File: config.mk
export PLATFORM = sky130hd
export DESIGN_NAME = wb_dest_pipe
export DESIGN_NICKNAME = d
export VERILOG_FILES = /design/src/rtl/wb_dest_pipe.sv
export SDC_FILE = /design/constraint.sdc
export NUM_CORES = 1
export LEC_CHECK = 0
export ABC_AREA = 1
export ABC_CLOCK_PERIOD_IN_PS = 2800
export CAP_MARGIN = 20
export CORE_UTILIZATION = 47
export CTS_CLUSTER_SIZE = 8
export DETAILED_ROUTE_END_ITERATION = 7
export PLACE_DENSITY = 0.95
export SYNTH_ARGS = -nofsm -noshare
export SYNTH_HDL_FRONTEND = slang
export SYNTH_SLANG_ARGS = --single-unit
File: constraint.sdc
create_clock -name clk -period 2.8 [get_ports clk]
set_clock_uncertainty 0.15 [all_clocks]
set_input_delay 0.28 -clock clk [delete_from_list [all_inputs] [get_ports clk]]
set_output_delay 0.28 -clock clk [all_outputs]
set_load 0.005 [all_outputs]
File: src/rtl/wb_dest_pipe.sv
// wb_dest_pipe: EX/MEM and MEM/WB destination pipeline registers feeding the
// forwarding unit, plus load-use hazard detection against IF/ID and a
// saturating count of load-use stall cycles.
module wb_dest_pipe #(
    parameter int DATA_W = 32,
    parameter int CNT_W  = 16
) (
    input  logic              clk,
    input  logic              reset,
    input  logic              Hold,
    input  logic              Flush_EX,
    input  logic [4:0]        ID_EX_Rd,
    input  logic              ID_EX_RegWrite,
    input  logic              ID_EX_MemRead,
    input  logic [DATA_W-1:0] EX_ALU_Out,
    input  logic [DATA_W-1:0] MEM_Read_Data,
    input  logic [4:0]        IF_ID_Rs,
    input  logic [4:0]        IF_ID_Rt,
    output logic [4:0]        EX_MEM_Rd,
    output logic              EX_MEM_RegWrite,
    output logic              EX_MEM_MemRead,
    output logic [DATA_W-1:0] EX_MEM_ALU_Out,
    output logic [4:0]        MEM_WB_Rd,
    output logic              MEM_WB_RegWrite,
    output logic [DATA_W-1:0] MEM_WB_Data,
    output logic              Load_Use_Stall,
    output logic [CNT_W-1:0]  Stall_Count
);

    logic ex_writes_reg;

    // A write to $zero is dropped here so neither slice ever advertises it.
    always_comb begin
        ex_writes_reg  = ID_EX_RegWrite && (ID_EX_Rd != 5'd0);
        Load_Use_Stall = ID_EX_MemRead && ex_writes_reg &&
                         ((ID_EX_Rd == IF_ID_Rs) || (ID_EX_Rd == IF_ID_Rt));
    end

    // EX/MEM slice: reset > hold > flush bubble > capture from EX.
    always_ff @(posedge clk) begin
        if (reset) begin
            EX_MEM_Rd       <= '0;
            EX_MEM_RegWrite <= 1'b0;
            EX_MEM_MemRead  <= 1'b0;
            EX_MEM_ALU_Out  <= '0;
        end else if (!Hold) begin
            if (Flush_EX) begin
                EX_MEM_Rd       <= '0;
                EX_MEM_RegWrite <= 1'b0;
                EX_MEM_MemRead  <= 1'b0;
                EX_MEM_ALU_Out  <= '0;
            end else begin
                EX_MEM_Rd       <= ID_EX_Rd;
                EX_MEM_RegWrite <= ex_writes_reg;
                EX_MEM_MemRead  <= ID_EX_MemRead;
                EX_MEM_ALU_Out  <= EX_ALU_Out;
            end
        end
    end

    // MEM/WB slice: advances from the old EX/MEM contents even on a flush edge.
    always_ff @(posedge clk) begin
        if (reset) begin
            MEM_WB_Rd       <= '0;
            MEM_WB_RegWrite <= 1'b0;
            MEM_WB_Data     <= '0;
        end else if (!Hold) begin
            MEM_WB_Rd       <= EX_MEM_Rd;
            MEM_WB_RegWrite <= EX_MEM_RegWrite;
            MEM_WB_Data     <= EX_MEM_MemRead ? MEM_Read_Data : EX_MEM_ALU_Out;
        end
    end

    // Saturating load-use stall counter; keeps counting while the pipe is held.
    always_ff @(posedge clk) begin
        if (reset) begin
            Stall_Count <= '0;
        end else if (Load_Use_Stall && (Stall_Count != '1)) begin
            Stall_Count <= Stall_Count + CNT_W'(1);
        end
    end

endmodule

Word level (Yosys, flattened, before mapping)
Cells that the tools add are included.

Register bits after elaboration: 93. Output and inout port bits: 94.

Add/sub/neg operators: 1. Equal/unequal tests: 3. Multiplexer cells: 5. Reduce and logical (&&, ||, !) cells: 6.

Operators with widths (count): $mux W32 (2); $add A16 B1 Y16 const B (1); $ne A16 B16 Y1 const B (1); $eq A5 B5 Y1 (2); $mux W5 (1); $reduce_bool A5 Y1 (1); $logic_and A1 B1 Y1 (4); $mux W1 (2); $logic_or A1 B1 Y1 (1).

Longest topological paths before layout
Depth after elaboration: 5. Gate-level depth with buffers: 11. Mapped depth without buffers: 10.

Worst setup path before layout
OpenSTA, ideal clock, no wires.

Path type: flip-flop to flip-flop. Start point: register Stall_Count[0]. End point: register Stall_Count[2]. Setup time: 113 ps. Data arrival time: 1424 ps. Data required time: 2537 ps. Setup slack: 1113 ps. Stages on the path, launching flop included: 12. Period minus slack after synthesis: 1687 ps. Cells stage by stage: dfxtp_1 ha_1 nand3_1 inv_1 nand3_4 nor2_8 inv_4 nand3_2 buf_6 nand2_1 nand2_1 nor2_1.

Word-level cells in the longest chain between the ends: 2. Elaborated cells between the ends (all ways): 3.

RTL lines: start: declaration (RTL line 27) `output logic [CNT_W-1:0] Stall_Count`; start signal: assignment (RTL line 79) `Stall_Count <= Stall_Count + CNT_W'(1);`; parallel branches: the longest is 2 deep, another holds $add A16 B1 Y16.

Several ways; the timed one is not identified. A chain may end at the register's enable or synchronous reset.

Final worst setup path
Start point: input port ID_EX_Rd[3]. End point: output port Load_Use_Stall.

Word-level cells in the longest chain between the ends: 4. Elaborated cells between the ends (all ways): 7.

RTL lines: start: declaration (RTL line 12) `input logic [4:0] ID_EX_Rd,`; $reduce_bool A5 Y1 (RTL line 34) `ex_writes_reg = ID_EX_RegWrite && (ID_EX_Rd != 5'd0);`; $logic_and A1 B1 Y1 (RTL line 34); $logic_and A1 B1 Y1 (RTL line 35) `Load_Use_Stall = ID_EX_MemRead && ex_writes_reg &&`; $logic_and A1 B1 Y1 * (RTL line 35); end: declaration (RTL line 26) `output logic Load_Use_Stall,`.

Every way passes the cells marked *; elsewhere a longest branch is shown, timed or not.

==> results_dict.tcl <==
set metrics [dict create \
    netlist_area_um2 4380 \
    powerDensity_nw_per_um2 430.7 \
    post-place-ws_ps 372.4 \
    holdCritPathClass "in -> reg" \
    viasPerCell 5.153 \
    fmax_mhz 400.4 \
    p_leak_nw 2.801 \
    antenna_cells 0 \
    grt_first_pass_wirelength_mm 21.18 \
    antenna_found_initial 0 \
    design.final.nets 873 \
    cp-start-kind "primary input" \
    die_w_um 98.54 \
    cts.repair_timing.setup_buffer_count 0 \
    setup_viol 0 \
    gr-usage-all-layers_pct 26.82 \
    tritoncts_clock_tree "done" \
    ys_seq_elements 93 \
    dpl.hpwl_mm 9.755 \
    drive_above_1_share_pct 9.343 \
    std_cell_rows 34 \
    finalNonFillerCells 900 \
    die_area_um2 9710 \
    rsz0062_at_grt "false" \
    netlist_cell_types 25 \
    synthesis.instances 623 \
    io_pins 179 \
    synth.yosys.seq_area_share_pct 42.50 \
    cts-hold-fix-buffers 0 \
    numPortBuffers 178 \
    core_um2 8891 \
    vias_in_the_first_global_route 4563 \
    area_growth_syn_to_layout_pct 46.50 \
    layout.core_utilization_pct 72.18 \
    critical_path_arrival_ps 2070 \
    status "complete, but fails checks" \
    cts-resized-gates 0 \
    worstPathCellList "clkdlybuf4s50_1, inv_1, nand2_1, nand2_1, nor2_1, nand3_1, nand2_1, and2_1, clkdlybuf4s50_1" \
    root_buffer_selected_by_cts "sky130_fd_sc_hd__clkbuf_8" \
    report.final.hold_viol_count 0 \
    route.final.wire_length_mm 13.02 \
    tightest_slew_ps 651.0 \
    wl_per_cell_um 14.47 \
    timing.final.max_slew_violations 0 \
    drtIter0Drc 238 \
    post-route-min-period_ps 2498 \
    remaining_antenna_violation_count 0 \
    finalSetupTns_ps 0 \
    initial_core_util_pct 49.27 \
    critical-path-slowest-cell "sky130_fd_sc_hd__clkdlybuf4s50_1" \
    max-slew-margin-rel_pct 56.54 \
    globalRouteOverflowTotal 0 \
    detailed_place.area_um2 6226 \
    post_synth.cell_area_avg_um2 7.031 \
    crit_type "in -> out" \
    worst_ep_required_time_ps 2370 \
    via_count 4638 \
    cts_sink_count 93 \
    worst_hold_slack_ps 221.8 \
    power.ir.vdd_worst_v 0.0003147 \
    worst-path-buf-inv 3 \
    cts_htree_levels 3 \
    cts.clk_slew.worst_paths_ps 90 \
    routabilityCongestion 0.9428 \
    dp.cells 884 \
    synth.net_count 709 \
    critical_path.most_common_cell "sky130_fd_sc_hd__nand2_1" \
    worstSkewPairLatency_ps 340 \
    setup_slack_ps 302.4 \
    failed_checks "design-rule violations" \
    worst-path-max-fanout 4 \
    die_h_um 98.54 \
    setup.worst_path.end_class "output port" \
    pin_count_of_the_biggest_net_entering_global_routing 48 \
    worst_path_largest_cell_delay_ps 530 \
    remaining_drc_errors 14 \
    design_power_total_mw 2.764 \
    yosysWarningCount 0 \
    max_cap_viol_count 0 \
    design_area_um2 6417 \
    cts-root-to-sink-buffers 2 \
    cts_inserted_buffers 9 \
    drt_first_pass_iters 7 \
    critical_path.top_delay_family "buffers and inverters" \
    timing.final.crit_share_pct 89.20 \
]
[final timing paths]
| path | start | to | slack (ps) | cells after the start |
|---|---|---|---|---|
| max | ID_EX_Rd[3] | Load_Use_Stall | 300 | 9 |
| min reg2reg | EX_MEM_Rd[3] | EX_MEM_Rd[3] | 330 | 2 |
| min | reset | Stall_Count[11] | 220 | 2 |
| max reg2reg | Stall_Count[1] | Stall_Count[2] | 800 | 10 |
[synth_stat cells (all sizes together)]
cell	number	area, µm²
inv	67	254.0
xnor2	3	26.28
nor2	121	475.5
clkbuf	20	75.07
ha	1	12.51
xor2	2	17.52
nand4	16	100.1
o21ai	41	205.2
a21oi	44	235.2
mux2	32	360.4
dfxtp	93	1862
and2	1	6.260
nand3	18	107.6
buf	15	76.32
nand2	149	566.8
[final cells by class]
type                       instances  area (µm²)
multi-input combinational        428        2116
clock buffer                      10       127.6
tap                              108       135.1
clock inverter                     6       63.81
timing repair buffer             188        1859
fill                             694        2474
sequential                        93        1862
inverter                          67       254.0
[cells in the final DEF, fill, tap and decap left out, types with 3 or more instances in the layout]
| cell type | netlist | final |
|---|---|---|
| sky130_fd_sc_hd__inv_1 | 65 | 65 |
| sky130_fd_sc_hd__o21ai_0 | 41 | 41 |
| sky130_fd_sc_hd__nand2_2 | 3 | 3 |
| sky130_fd_sc_hd__a21oi_1 | 40 | 40 |
| sky130_fd_sc_hd__nand2_1 | 146 | 146 |
| sky130_fd_sc_hd__clkdlybuf4s50_1 | 0 | 176 |
| sky130_fd_sc_hd__dfxtp_1 | 93 | 93 |
| sky130_fd_sc_hd__nor2_1 | 118 | 117 |
| sky130_fd_sc_hd__buf_4 | 0 | 9 |
| sky130_fd_sc_hd__clkbuf_8 | 0 | 9 |
| sky130_fd_sc_hd__xnor2_1 | 3 | 3 |
| sky130_fd_sc_hd__nand3_1 | 16 | 16 |
| sky130_fd_sc_hd__nand4_1 | 16 | 16 |
| sky130_fd_sc_hd__a21oi_2 | 4 | 4 |
| sky130_fd_sc_hd__mux2_2 | 32 | 32 |
| sky130_fd_sc_hd__nor2_2 | 2 | 3 |
[cells by family (layout without fill, tap and decap cells)]
kind of cell | count (synthesis) | count (layout) | share of synthesized area [%]
AND/OR/NAND/NOR | 305 | 305 | 28.68
buffers and inverters | 102 | 271 | 9.254
flip-flops | 93 | 93 | 42.50
AO/OA/AOI/OAI | 85 | 85 | 10.05
multiplexers | 32 | 32 | 8.226
XOR/XNOR | 5 | 5 | 0.9999
adder cells (fa/ha/maj) | 1 | 1 | 0.2856
[report_power, final]
part / internal, mW / switching, mW
clock: 0.412 / 0.470
sequential: 1.38 / 0.0360
combinational: 0.272 / 0.197
[layer usage]
layer  routed length [µm]  share of wire (%)  vias up  track usage (%)
met3                 1148                8.8       27            5.319
met2                 6646                 51      223            49.73
li1                     -                  -     2283                -
met4                  211                1.6        0            8.381
met1                 5013                 39     2105            30.97
met5                    0                  0        -                0
[flip-flops by register name (all words and copies together) (netlist names)]
name             cells
EX_MEM_ALU_Out      32
EX_MEM_MemRead       1
EX_MEM_Rd            5
EX_MEM_RegWrite      1
MEM_WB_Data         32
MEM_WB_Rd            5
MEM_WB_RegWrite      1
Stall_Count         16
Power figures use the tool's default switching activity.
